File: src/rtl/mem_bus_arbiter_pkg.sv
// ============================================================================
// Module : mem_bus_arbiter_pkg
// Brief  : Shared bus types and arbiter state encoding.
// Rev    : 1.0 - initial release
// ============================================================================
`default_nettype none

package mem_bus_arbiter_pkg;

  typedef logic [31:0] word_t;
  typedef logic [3:0]  wstrobe_t;

  typedef enum logic [1:0] {
    IDLE        = 2'd0,
    GRANT_FETCH = 2'd1,
    GRANT_DATA  = 2'd2
  } arbiter_state_t;

endpackage

`default_nettype wire

File: src/rtl/mem_bus_arbiter_if.sv
// ============================================================================
// Module : mem_bus_arbiter_if
// Brief  : Requester-side and memory-side signals of the shared core bus.
// Rev    : 1.0 - initial release
// ============================================================================
`default_nettype none

interface mem_bus_arbiter_if;
  import mem_bus_arbiter_pkg::*;

  logic     fetch_valid;
  word_t    fetch_address;
  logic     fetch_ready;
  word_t    fetch_rdata;

  logic     data_valid;
  word_t    data_address;
  wstrobe_t data_wstrobe;
  word_t    data_wdata;
  logic     data_ready;
  word_t    data_rdata;

  logic     mem_valid;
  logic     mem_instr;
  word_t    mem_address;
  wstrobe_t mem_wstrobe;
  word_t    mem_wdata;
  logic     mem_ready;
  word_t    mem_rdata;

  // Arbiter as the target of the two requesters
  modport slave (
    input  fetch_valid, fetch_address,
    input  data_valid, data_address, data_wstrobe, data_wdata,
    output fetch_ready, fetch_rdata, data_ready, data_rdata
  );

  // Arbiter as the initiator on the memory bus
  modport master (
    output mem_valid, mem_instr, mem_address, mem_wstrobe, mem_wdata,
    input  mem_ready, mem_rdata
  );

endinterface

`default_nettype wire

File: src/rtl/mem_bus_arbiter.sv
// ============================================================================
// Module : mem_bus_arbiter
// Brief  : Two-requester (fetch / data) arbiter for the single memory bus.
// Rev    : 1.0 - initial release
// ============================================================================
`default_nettype none

module mem_bus_arbiter
  import mem_bus_arbiter_pkg::*;
#(
  parameter int ROUND_ROBIN = 1
) (
  input  logic                    clk,
  input  logic                    reset,
  mem_bus_arbiter_if.slave        req,
  mem_bus_arbiter_if.master       mem
);

  arbiter_state_t r_state;
  arbiter_state_t w_state_next;
  logic           r_last_grant;
  logic           w_last_grant_next;

  logic           w_mem_valid;
  logic           w_mem_instr;
  word_t          w_mem_address;
  wstrobe_t       w_mem_wstrobe;
  word_t          w_mem_wdata;
  logic           w_fetch_ready;
  logic           w_data_ready;

  // last_data is the requester treated as most recently served (1 = data)
  function automatic arbiter_state_t select_grant(input logic fetch_v,
                                                  input logic data_v,
                                                  input logic last_data);
    if (fetch_v && data_v)
      return ((ROUND_ROBIN != 0) && last_data) ? GRANT_FETCH : GRANT_DATA;
    else if (fetch_v)
      return GRANT_FETCH;
    else if (data_v)
      return GRANT_DATA;
    else
      return IDLE;
  endfunction

  always_ff @(posedge clk or posedge reset) begin
    if (reset) begin
      r_state      <= IDLE;
      r_last_grant <= 1'b1;
    end else begin
      r_state      <= w_state_next;
      r_last_grant <= w_last_grant_next;
    end
  end

  always_comb begin
    w_state_next      = r_state;
    w_last_grant_next = r_last_grant;
    w_mem_valid       = 1'b0;
    w_mem_instr       = 1'b0;
    w_mem_address     = '0;
    w_mem_wstrobe     = '0;
    w_mem_wdata       = '0;
    w_fetch_ready     = 1'b0;
    w_data_ready      = 1'b0;

    case (r_state)
      IDLE: begin
        w_state_next = select_grant(req.fetch_valid, req.data_valid, r_last_grant);
      end

      GRANT_FETCH: begin
        w_mem_valid   = req.fetch_valid;
        w_mem_instr   = 1'b1;
        w_mem_address = req.fetch_address;
        w_fetch_ready = mem.mem_ready && req.fetch_valid;
        // A requester abandoning its request returns the bus to arbitration
        if (!req.fetch_valid) begin
          w_state_next = IDLE;
        end else if (mem.mem_ready) begin
          w_last_grant_next = 1'b0;
          w_state_next      = select_grant(req.fetch_valid, req.data_valid, 1'b0);
        end
      end

      GRANT_DATA: begin
        w_mem_valid   = req.data_valid;
        w_mem_address = req.data_address;
        w_mem_wstrobe = req.data_wstrobe;
        w_mem_wdata   = req.data_wdata;
        w_data_ready  = mem.mem_ready && req.data_valid;
        if (!req.data_valid) begin
          w_state_next = IDLE;
        end else if (mem.mem_ready) begin
          w_last_grant_next = 1'b1;
          w_state_next      = select_grant(req.fetch_valid, req.data_valid, 1'b1);
        end
      end

      default: begin
        w_state_next = IDLE;
      end
    endcase
  end

  assign mem.mem_valid   = w_mem_valid;
  assign mem.mem_instr   = w_mem_instr;
  assign mem.mem_address = w_mem_address;
  assign mem.mem_wstrobe = w_mem_wstrobe;
  assign mem.mem_wdata   = w_mem_wdata;
  assign req.fetch_ready = w_fetch_ready;
  assign req.data_ready  = w_data_ready;
  assign req.fetch_rdata = mem.mem_rdata;
  assign req.data_rdata  = mem.mem_rdata;

endmodule

`default_nettype wire

File: src/flat_wrapper.sv
// flat-port wrapper written by rule: the top's interface ports become plain ports
module mem_bus_arbiter_flat import mem_bus_arbiter_pkg::*;
#(
  parameter int ROUND_ROBIN = 1
)
  (clk, reset, req_fetch_valid, req_fetch_address, req_data_valid, req_data_address, req_data_wstrobe, req_data_wdata, req_fetch_ready, req_fetch_rdata, req_data_ready, req_data_rdata, mem_mem_valid, mem_mem_instr, mem_mem_address, mem_mem_wstrobe, mem_mem_wdata, mem_mem_ready, mem_mem_rdata);
  mem_bus_arbiter_if req_i ();
  mem_bus_arbiter_if mem_i ();
  input  logic clk;
  input  logic reset;
  input wire logic [$bits(req_i.fetch_valid)-1:0] req_fetch_valid;
  input wire logic [$bits(req_i.fetch_address)-1:0] req_fetch_address;
  input wire logic [$bits(req_i.data_valid)-1:0] req_data_valid;
  input wire logic [$bits(req_i.data_address)-1:0] req_data_address;
  input wire logic [$bits(req_i.data_wstrobe)-1:0] req_data_wstrobe;
  input wire logic [$bits(req_i.data_wdata)-1:0] req_data_wdata;
  output wire logic [$bits(req_i.fetch_ready)-1:0] req_fetch_ready;
  output wire logic [$bits(req_i.fetch_rdata)-1:0] req_fetch_rdata;
  output wire logic [$bits(req_i.data_ready)-1:0] req_data_ready;
  output wire logic [$bits(req_i.data_rdata)-1:0] req_data_rdata;
  output wire logic [$bits(mem_i.mem_valid)-1:0] mem_mem_valid;
  output wire logic [$bits(mem_i.mem_instr)-1:0] mem_mem_instr;
  output wire logic [$bits(mem_i.mem_address)-1:0] mem_mem_address;
  output wire logic [$bits(mem_i.mem_wstrobe)-1:0] mem_mem_wstrobe;
  output wire logic [$bits(mem_i.mem_wdata)-1:0] mem_mem_wdata;
  input wire logic [$bits(mem_i.mem_ready)-1:0] mem_mem_ready;
  input wire logic [$bits(mem_i.mem_rdata)-1:0] mem_mem_rdata;
  assign req_i.fetch_valid = req_fetch_valid;
  assign req_i.fetch_address = req_fetch_address;
  assign req_i.data_valid = req_data_valid;
  assign req_i.data_address = req_data_address;
  assign req_i.data_wstrobe = req_data_wstrobe;
  assign req_i.data_wdata = req_data_wdata;
  assign req_fetch_ready = req_i.fetch_ready;
  assign req_fetch_rdata = req_i.fetch_rdata;
  assign req_data_ready = req_i.data_ready;
  assign req_data_rdata = req_i.data_rdata;
  assign mem_mem_valid = mem_i.mem_valid;
  assign mem_mem_instr = mem_i.mem_instr;
  assign mem_mem_address = mem_i.mem_address;
  assign mem_mem_wstrobe = mem_i.mem_wstrobe;
  assign mem_mem_wdata = mem_i.mem_wdata;
  assign mem_i.mem_ready = mem_mem_ready;
  assign mem_i.mem_rdata = mem_mem_rdata;
  mem_bus_arbiter #(.ROUND_ROBIN(ROUND_ROBIN)) u_core (.clk(clk), .reset(reset), .req(req_i), .mem(mem_i));
endmodule
File: config.mk
export PLATFORM = sky130hd
export DESIGN_NAME = mem_bus_arbiter_flat
export DESIGN_NICKNAME = d
export VERILOG_FILES = /design/src/rtl/mem_bus_arbiter_pkg.sv /design/src/rtl/mem_bus_arbiter_if.sv /design/src/rtl/mem_bus_arbiter.sv /design/src/flat_wrapper.sv
export SDC_FILE = /design/constraint.sdc
export NUM_CORES = 1
export LEC_CHECK = 0
export ABC_AREA = 1
export BUFFER_PORTS_ARGS = -buffer_cell sky130_fd_sc_hd__buf_4
export CAP_MARGIN = 20
export CORE_AREA = 2 2 107 109
export DETAILED_ROUTE_END_ITERATION = 7
export DIE_AREA = 0 0 109 111
export PLACE_DENSITY_LB_ADDON = 0.08
export SLEW_MARGIN = 5
export SYNTH_ARGS = -nofsm -noshare
export SYNTH_HDL_FRONTEND = slang
export SYNTH_SLANG_ARGS = --single-unit
File: constraint.sdc
create_clock -name clk -period 3.2 [get_ports clk]
set_input_delay 0.64 -clock clk [delete_from_list [all_inputs] [get_ports clk]]
set_output_delay 0.64 -clock clk [all_outputs]
set_load 0.005 [all_outputs]
==> results.sh, run 1 <==
export IMPL_antenna_cells=0
export IMPL_power_mw=1.52
export IMPL_io_pins=273
export IMPL_first_pass_iters=3
export IMPL_period_minus_slack_ns=2.42
export IMPL_regToRegSetupSlack_ns=1.65
export IMPL_wl_per_cell_um=11.4
export IMPL_maxSlewHeadroom_pct=74.4
export IMPL_post_cts_buffers=0
export IMPL_ys_seq_area_share_pct=4.86
export IMPL_worstSetupPathType="flop to output pin"
export IMPL_core_area_mm2=0.0111
export IMPL_leakage_nw=1.62
export IMPL_ctsHoldBuffers=0
export IMPL_critPathArrivalTime_ns=1.78
export IMPL_antenna_found_initial=0
export IMPL_placed_area_mm2=0.00254
export IMPL_layout_filler_cells=1276
export IMPL_cp_max_fo=32
export IMPL_synthCells=302
export IMPL_yosysWarningCount=0
export IMPL_skew_ns=0.00118
export IMPL_insertion_delay_ns=0.22
export IMPL_htreeDepth=1
export IMPL_route_detailed_drc=0
export IMPL_cts_root_buf="clkbuf_16"
export IMPL_vias=2074
export IMPL_vdd_ir_drop_max_mv=0.303
export IMPL_drt_initial_drc_count=83
export IMPL_dp_hpwl_um=4980
export IMPL_die_w_um=109
export IMPL_r2r_start="u_core.r_state[0]$_DFFE_PP0P_"
export IMPL_avgSynthCellArea_um2=5.20
export IMPL_drv_cap=0
export IMPL_setup_viol=0
export IMPL_fin_nets=551
export IMPL_rows=39
export IMPL_tightest_slew_ns=0.385
export IMPL_post_route_period_util_pct=75.6
export IMPL_synthesis_area_mm2=0.00157
export IMPL_place_congestion=0.722
export IMPL_pre_cts_slack_ns=0.992
export IMPL_fin_area_mm2=0.00262
export IMPL_grt_overflow_total=0
export IMPL_synthToLayoutAreaGrowth_pct=66.7
export IMPL_worst_slack_ns=0.781
export IMPL_critPathRequiredTime_ns=2.56
export IMPL_reg2regPathDepth=9
export IMPL_cts_sinks=3
export IMPL_ant_nets=0
export IMPL_ys_types=13
export IMPL_hold_class="input port to asynchronous set/reset pin"
export IMPL_portBuffers=176
export IMPL_die_height_um=111
export IMPL_rr_endpoint="u_core.r_state[1]$_DFFE_PP0P_"
export IMPL_dieArea_mm2=0.0121
export IMPL_cts_buffers=3
export IMPL_routed_wl_um=6290
export IMPL_status="finished, final reports clean"
export IMPL_post_cts_resize_count=0
export IMPL_grt_max_degree=40
export IMPL_start_kind="flop"
export IMPL_cp_end_kind="output pin"
export IMPL_syn_num_nets=445
export IMPL_slew_viol_final=0
export IMPL_synth_seq_cells=3
export IMPL_grt_usage_pct=9.37
export IMPL_drive_gt1_share_pct=45.5
export IMPL_clkTransAtPathRegs_ns=0.03
export IMPL_rsz0062_at_grt="false"
export IMPL_hold_violations=0
export IMPL_initial_core_util_pct=14.2
export IMPL_cts_tree="done"
export IMPL_grt_pass1_wl_um=9080
export IMPL_grt_pass1_vias=1907
export IMPL_fmax_mhz=413
export IMPL_clockBufferDepth=2
export IMPL_viasPerCell=3.77
export IMPL_tns_ns=0
export IMPL_power_density_mw_per_mm2=581
==> per-layer routing <==
metal | vias to the layer above | share of wire (%) | wire (um) | GRT usage, %
met5 | - | 0 | 0 | 0
met4 | 0 | 0.54 | 34 | 1.79
met3 | 4 | 13 | 822 | 2.29
met2 | 149 | 51 | 3220 | 18.6
met1 | 884 | 35 | 2220 | 9.58
li1 | 1037 | - | - | -
==> how the worst max path moves through the flow <==
stage                                    end                           from  slack, ns
after floorplan           mem_mem_address[0]  u_core.r_state[0]$_DFFE_PP0P_       1.34
final                     mem_mem_address[0]  u_core.r_state[1]$_DFFE_PP0P_       0.78
after CTS                 mem_mem_address[0]  u_core.r_state[1]$_DFFE_PP0P_       0.75
after global placement    mem_mem_address[4]  u_core.r_state[1]$_DFFE_PP0P_       0.96
after detailed placement  mem_mem_address[0]  u_core.r_state[1]$_DFFE_PP0P_       0.99
after global routing      mem_mem_address[6]  u_core.r_state[1]$_DFFE_PP0P_       0.61
==> placed cells by master (no fill, tap or decap), types with 2 or more instances in the layout <==
cell and instances:
a21oi_1 35, buf_4 180, clkbuf_16 3, dfrtp_1 2, ha_1 6, inv_1 44, nand2_1 125, nand3_1 3
nor2_1 5
==> cells by family (layout without fill, tap and decap cells) <==
| group | after synthesis | in the layout | share of synthesized area, % |
|---|---|---|---|
| compound gates | 36 | 36 | 11.5 |
| simple gates | 134 | 134 | 32.5 |
| flops | 3 | 3 | 4.86 |
| buf+inv | 123 | 228 | 46.4 |
| fa+ha+maj | 6 | 6 | 4.78 |
==> sequential cells by signal, indices dropped and copies added, names as in the netlist <==
| name | count |
|---|---|
| u_core.r_last_grant | 1 |
| u_core.r_state | 2 |
==> stage by stage <==
| step | hold WS, ns | cells | util, % |
|---|---|---|---|
| global placement | 0.523 | 546 | 22.9 |
| finish | 0.291 | 550 | 23.6 |
| CTS | 0.294 | 550 | 23.6 |
| global route | 0.304 | 550 | 23.6 |
| detailed placement | 0.504 | 546 | 22.9 |
| floorplan | 0.393 | 302 | - |
==> worst max-delay path: stages (launching register included) <==
cell and delay [ns]:
dfrtp_1 0.42, inv_1 0.12, ha_1 0.21, buf_4 0.36, nand2_1 0.11, a21oi_1 0.20
buf_4 0.14
==> cell type report <==
type                            count  area (um2)  share of cell area [%]
Timing Repair Buffer              180        1350                    51.7
Multi-Input combinational cell    176         764                    29.2
Tap cell                          143         179                    6.84
Clock buffer                        4        78.8                    3.01
Inverter                           44         165                    6.32
Sequential cell                     3        76.3                    2.92
==> synth_stat cells, drive strengths merged <==
| master | n | area share, % |
|---|---|---|
| dfrtp | 2 | 3.2 |
| o21ai | 1 | 0.32 |
| a21oi | 35 | 11 |
| nand3 | 3 | 0.96 |
| nor2 | 5 | 1.2 |
| nand2 | 126 | 30 |
| inv | 44 | 11 |
| dfstp | 1 | 1.7 |
| ha | 6 | 4.8 |
| buf | 79 | 36 |
==> power breakdown <==
part           total (mW)  leakage [nW]  internal (mW)  switching [mW]
registers          0.0758        0.0361         0.0575          0.0183
clock network       0.197        0.0382          0.164          0.0331
logic                1.25          1.54          0.566           0.679
Power figures use the tool's default switching activity.
==> run 2: changes to the inputs <==
--- a/config.mk
+++ b/config.mk
@@ -5,7 +5,7 @@
 export SDC_FILE = /design/constraint.sdc
 export NUM_CORES = 1
 export LEC_CHECK = 0
-export ABC_AREA = 1
+export ABC_AREA = 0
 export BUFFER_PORTS_ARGS = -buffer_cell sky130_fd_sc_hd__buf_4
 export CAP_MARGIN = 20
 export CORE_AREA = 2 2 107 109
==> constraint.sdc (replaced) <==
create_clock -name clk -period 2.3 [get_ports clk]
set_input_delay 0.46 -clock clk [delete_from_list [all_inputs] [get_ports clk]]
set_output_delay 0.46 -clock clk [all_outputs]
set_load 0.005 [all_outputs]
==> run 2 against run 1 <==
Compared with the run above:
- global-route usage increased by 0.18 points
- hold slack got worse by 0.18 ns
- area after synthesis decreased by 0.88%
- sequential power increased by 32%
- core utilization increased by 0.47 points
- first-iteration DRC count decreased by 22%
- clock skew decreased by 0.00063 ns
- largest cell class unchanged
- flip-flop and latch count unchanged
- critical endpoint is now mem_mem_address[8]
==> results.sh, run 2 <==
export IMPL_htreeDepth=1
export IMPL_antenna_found_initial=0
export IMPL_grt_pass1_wl_um=9230
export IMPL_synth_simple_gate_area_share_pct=32.3
export IMPL_p_int_mw=1.39
export IMPL_synth_top_flop_cell="dfrtp_1"
export IMPL_reg_top3="u_core.r_state: 2 flops, u_core.r_last_grant: 1 flops"
export IMPL_cp_max_fo=32
export IMPL_final_common_cell="buf_4"
export IMPL_grt_max_degree=41
export IMPL_async_flop_share_pct=100
export IMPL_grt_pass1_vias=1692
export IMPL_drive_gt1_share_pct=57.7
export IMPL_largest_reg_flops=2
export IMPL_crit_slowest_cell="dfrtp_1"
export IMPL_switchingPower_mw=0.887
export IMPL_rsz0062_at_grt="false"
export IMPL_cts_sinks=3
export IMPL_io_pins=273
export IMPL_maxSlewHeadroom_pct=79.1
export IMPL_clkTransAtPathRegs_ns=0.03
export IMPL_dieArea_mm2=0.0121
export IMPL_worstSetupPathType="flop to output pin"
export IMPL_tightest_slew_ns=0.309
export IMPL_synthAdderAreaFrac_pct=4.83
export IMPL_netlist_area_leader_share_pct=30.9
export IMPL_cts_tree="done"
export IMPL_fin_nets=468
export IMPL_start_kind="flop"
export IMPL_synth_common_cells="64 x buf_4, 36 x and2_1, 34 x nor2b_1"
export IMPL_critPathArrivalTime_ns=1.61
export IMPL_swShare_pct=39.0
export IMPL_synth_edff_count=0
export IMPL_synthesis_area_mm2=0.00156
export IMPL_share_comb_of_total_power_pct=83.5
export IMPL_pwr_share_clk_pct=12.1
export IMPL_route_detailed_drc=0
export IMPL_routed_wl_um=6260
export IMPL_tns_ns=0
export IMPL_yosys_area_top_type="buf_4"
export IMPL_post_route_period_util_pct=89.8
export IMPL_critPathRequiredTime_ns=1.84
export IMPL_synth_seq_cells=3
export IMPL_synthCells=218
export IMPL_synth_area_leaders="buf_4 31%, a22oi_1 15%, and2_1 14%, nor2b_1 14%, ha_1 4.8%"
export IMPL_die_w_um=109
export IMPL_pre_cts_slack_ns=0.455
export IMPL_synthToLayoutAreaGrowth_pct=71.5
export IMPL_drt_initial_drc_count=65
export IMPL_cts_root_buf="clkbuf_16"
export IMPL_antenna_cells=0
export IMPL_syn_num_nets=361
export IMPL_synth_xor_area_share_pct=0
export IMPL_core_area_mm2=0.0111
export IMPL_rows=39
export IMPL_dp_hpwl_um=5140
export IMPL_largest_register="u_core.r_state"
export IMPL_wl_per_cell_um=13.4
export IMPL_fmax_mhz=484
export IMPL_worst_slack_ns=0.235
export IMPL_place_congestion=0.712
export IMPL_vdd_ir_drop_max_mv=0.357
export IMPL_post_cts_buffers=0
export IMPL_max_stage_delay_ns=0.40
export IMPL_ys_types=25
export IMPL_grt_usage_pct=9.55
export IMPL_hold_class="input port to asynchronous set/reset pin"
export IMPL_power_density_mw_per_mm2=854
export IMPL_layout_filler_cells=1226
export IMPL_hold_violations=0
export IMPL_synth_compound_area_share_pct=19.5
export IMPL_period_minus_slack_ns=2.07
export IMPL_status="finished, final reports clean"
export IMPL_setup_viol=0
export IMPL_grt_overflow_total=0
export IMPL_crit_path_cell_trace="inv_1 > ha_1 > buf_12 > a22oi_1 > nor2b_1 > buf_4"
export IMPL_skew_ns=0.000551
export IMPL_die_height_um=111
export IMPL_ys_seq_area_share_pct=4.91
export IMPL_post_cts_resize_count=0
export IMPL_synthMuxAreaShare_pct=1.29
export IMPL_ctsHoldBuffers=0
export IMPL_synth_top_family_by_area="buffers and inverters"
export IMPL_yosysWarningCount=0
export IMPL_cts_buffers=3
export IMPL_viasPerCell=3.70
export IMPL_clockBufferDepth=2
export IMPL_mostFrequentLayoutCells="177 x buf_4, 36 x and2_1, 34 x nor2b_1"
export IMPL_cp_end_kind="output pin"
export IMPL_slew_viol_final=0
export IMPL_yosysMostFrequentCell="buf_4"
export IMPL_ant_nets=0
export IMPL_first_pass_iters=4
export IMPL_initial_core_util_pct=14.0
export IMPL_avgSynthCellArea_um2=7.13
export IMPL_insertion_delay_ns=0.22
export IMPL_leakage_nw=1.32
export IMPL_portBuffers=176
export IMPL_vias=1730
export IMPL_p_seq_share_pct=4.4
export IMPL_drv_cap=0
==> run 2: area by class of cell <==
cell class,count,area (um2),share of cell area (%)
timing repair buffer,181,1410,52.8
multi-input combinational,130,902,33.8
tap,143,179,6.71
clock buffer,4,78.8,2.95
sequential,3,76.3,2.86
inverter,6,22.5,0.844
==> run 2: metrics by stage <==
stage | area (um2) | cells | hold slack [ns] | total power, mW | utilization [%]
finish | 2670 | 467 | 0.115 | 2.28 | 24.1
global route | 2670 | 467 | 0.124 | 2.50 | 24.1
CTS | 2670 | 467 | 0.119 | 2.34 | 24.1
global placement | 2590 | 463 | 0.351 | 2.08 | 23.4
floorplan | 1560 | 218 | 0.213 | 1.15 | -
detailed placement | 2590 | 463 | 0.354 | 2.05 | 23.4
==> run 2: logic make-up after synthesis <==
logic type | Yosys count
buf+inv | 85
simple gates | 82
compound gates | 40
fa+ha+maj | 6
flops | 3
mux | 2
==> run 2: worst paths after layout <==
kind	slack, ns	end	depth (start not counted)	start
worst max-delay path	0.23	mem_mem_address[8]	6	u_core.r_state[1]$_DFFE_PP0P_
worst min-delay path	0.11	u_core.r_state[0]$_DFFE_PP0P_	2	reset
worst max register to register	0.66	u_core.r_state[0]$_DFFE_PP0P_	6	u_core.r_state[0]$_DFFE_PP0P_
worst min register to register	0.54	u_core.r_last_grant$_DFFE_PP1P_	2	u_core.r_last_grant$_DFFE_PP1P_
max in group asynchronous	1.97	u_core.r_last_grant$_DFFE_PP1P_	2	reset
min in group clk	0.54	u_core.r_last_grant$_DFFE_PP1P_	2	u_core.r_last_grant$_DFFE_PP1P_
==> run 2: per-layer routing <==
| layer | vias to the layer above | track usage, % | wire [um] |
|---|---|---|---|
| met4 | 0 | 3.16 | 138 |
| met5 | - | 0 | 0 |
| met3 | 20 | 1.65 | 450 |
| met2 | 73 | 18.5 | 3540 |
| li1 | 867 | - | - |
| met1 | 770 | 10.0 | 2130 |
==> run 2: critical path, delay by kind of cell (launching register included) <==
family | cells | cell delay, ns
AO/OA/AOI/OAI | 1 | 0.09
adder cells (fa/ha/maj) | 1 | 0.25
buffers and inverters | 3 | 0.47
flip-flops | 1 | 0.40
AND/OR/NAND/NOR | 1 | 0.15
==> run 2: power groups by stage <==
stage	Clock, mW	Sequential, mW	Combinational (mW)
global route	0.289	0.106	2.10
finish	0.276	0.100	1.90
global placement	0	0.102	1.98
floorplan	0	0.0961	1.06
CTS	0.282	0.100	1.95
detailed placement	0	0.101	1.95
==> run 3: changes to the inputs <==
--- a/config.mk
+++ b/config.mk
@@ -5,7 +5,7 @@
 export SDC_FILE = /design/constraint.sdc
 export NUM_CORES = 1
 export LEC_CHECK = 0
-export ABC_AREA = 0
+export ABC_AREA = 1
 export BUFFER_PORTS_ARGS = -buffer_cell sky130_fd_sc_hd__buf_4
 export CAP_MARGIN = 20
 export CORE_AREA = 2 2 107 109
==> run 3 against run 2 <==
Compared with the run above:
- register-to-register slack better by 0.26 ns
- final cell count up 18%
- power is 2.9% lower
- critical endpoint unchanged
- largest cell class unchanged
==> results.sh, run 3 (synthesized netlist as in run 1, its figures left out) <==
export IMPL_status="finished, final reports clean"
export IMPL_ant_nets=0
export IMPL_wl_per_cell_um=11.2
export IMPL_die_height_um=111
export IMPL_skew_ns=0.000612
export IMPL_regToRegSetupSlack_ns=0.92
export IMPL_largest_reg_flops=2
export IMPL_first_pass_iters=4
export IMPL_multi_input_area_um2=764
export IMPL_worstSetupPathType="flop to output pin"
export IMPL_power_mw=2.21
export IMPL_drt_initial_drc_count=96
export IMPL_worst_slack_ns=0.175
export IMPL_place_congestion=0.737
export IMPL_power_density_mw_per_mm2=830
export IMPL_vdd_ir_drop_max_mv=0.255
export IMPL_fin_nets=551
export IMPL_tightest_slew_ns=0.293
export IMPL_drive_gt1_share_pct=45.5
export IMPL_post_cts_buffers=0
export IMPL_initial_core_util_pct=14.2
export IMPL_post_route_period_util_pct=92.4
export IMPL_antenna_cells=0
export IMPL_grt_pass1_vias=1905
export IMPL_period_minus_slack_ns=2.12
export IMPL_routed_wl_um=6140
export IMPL_grt_usage_pct=8.92
export IMPL_htreeDepth=1
export IMPL_hold_class="input port to asynchronous set/reset pin"
export IMPL_slew_viol_final=0
export IMPL_core_area_mm2=0.0111
export IMPL_ctsHoldBuffers=0
export IMPL_grt_pass1_wl_um=8800
export IMPL_post_cts_resize_count=0
export IMPL_rows=39
export IMPL_route_detailed_drc=0
export IMPL_largest_register="u_core.r_state"
export IMPL_vias=2032
export IMPL_mostFrequentLayoutCells="176 x buf_4, 125 x nand2_1, 44 x inv_1"
export IMPL_portBuffers=176
export IMPL_viasPerCell=3.69
export IMPL_register_area_um2=76.3
export IMPL_layout_filler_cells=1282
export IMPL_io_pins=273
export IMPL_insertion_delay_ns=0.22
export IMPL_setup_viol=0
export IMPL_fmax_mhz=471
export IMPL_cts_root_buf="clkbuf_16"
export IMPL_dieArea_mm2=0.0121
export IMPL_grt_overflow_total=0
export IMPL_critPathArrivalTime_ns=1.66
export IMPL_leakage_nw=1.63
export IMPL_reg_top3="u_core.r_state: 2 flops, u_core.r_last_grant: 1 flops"
export IMPL_cp_end_kind="output pin"
export IMPL_start_kind="flop"
export IMPL_die_w_um=109
export IMPL_synthToLayoutAreaGrowth_pct=69.9
export IMPL_placed_area_mm2=0.00259
export IMPL_fin_area_mm2=0.00267
export IMPL_tns_ns=0
export IMPL_rsz0062_at_grt="false"
export IMPL_hold_violations=0
export IMPL_grt_max_degree=35
export IMPL_antenna_found_initial=0
export IMPL_cp_max_fo=34
export IMPL_clockBufferDepth=2
export IMPL_cts_tree="done"
export IMPL_dp_hpwl_um=5050
export IMPL_cts_buffers=3
export IMPL_cts_sinks=3
export IMPL_holdWs_ns=0.111
export IMPL_critPathRequiredTime_ns=1.84
export IMPL_maxSlewHeadroom_pct=80.5
export IMPL_drv_cap=0
export IMPL_pre_cts_slack_ns=0.384
export IMPL_clkTransAtPathRegs_ns=0.03
export IMPL_final_common_cell="buf_4"
-- run 3: report_power, final --
group | total [mW] | switching, mW | internal, mW
Combinational | 1.84 | 0.945 | 0.892
Sequential | 0.104 | 0.0239 | 0.0799
Clock | 0.272 | 0.0436 | 0.228
-- run 3: final timing paths --
| kind | cells past startpoint | startpoint | to |
|---|---|---|---|
| min in group clk | 2 | u_core.r_last_grant$_DFFE_PP1P_ | u_core.r_last_grant$_DFFE_PP1P_ |
| min | 2 | reset | u_core.r_state[0]$_DFFE_PP0P_ |
| max in group asynchronous | 2 | reset | u_core.r_last_grant$_DFFE_PP1P_ |
| min reg2reg | 2 | u_core.r_last_grant$_DFFE_PP1P_ | u_core.r_last_grant$_DFFE_PP1P_ |
| max reg2reg | 8 | u_core.r_state[0]$_DFFE_PP0P_ | u_core.r_state[1]$_DFFE_PP0P_ |
| max | 6 | u_core.r_state[0]$_DFFE_PP0P_ | mem_mem_address[8] |
-- run 3: layout make-up --
type	count	share of cell area [%]
Clock buffer	4	2.96
Timing Repair Buffer	180	52.6
Sequential cell	3	2.86
Inverter	44	6.20
Multi-Input combinational cell	176	28.7
Tap cell	143	6.71
-- run 3: stage by stage --
| stage | std cells | util [%] |
|---|---|---|
| after floorplan | 302 | - |
| after global placement | 546 | 23.3 |
| after detailed placement | 546 | 23.3 |
| after CTS | 550 | 24.1 |
| after global routing | 550 | 24.1 |
| final | 550 | 24.1 |
-- run 3: metal layers --
layer	vias to the layer above	part of all wire [%]	GRT usage, %
met1	848	36	9.62
li1	1035	-	-
met5	-	0	0
met4	0	0.55	1.97
met2	145	50	16.8
met3	4	13	2.53
-- run 3: critical path: stages, from the launching register on --
cell     delay, ns
dfrtp_1       0.41
inv_1         0.12
ha_1          0.33
buf_12        0.22
nand2_1       0.07
a21oi_1       0.15
buf_4         0.13
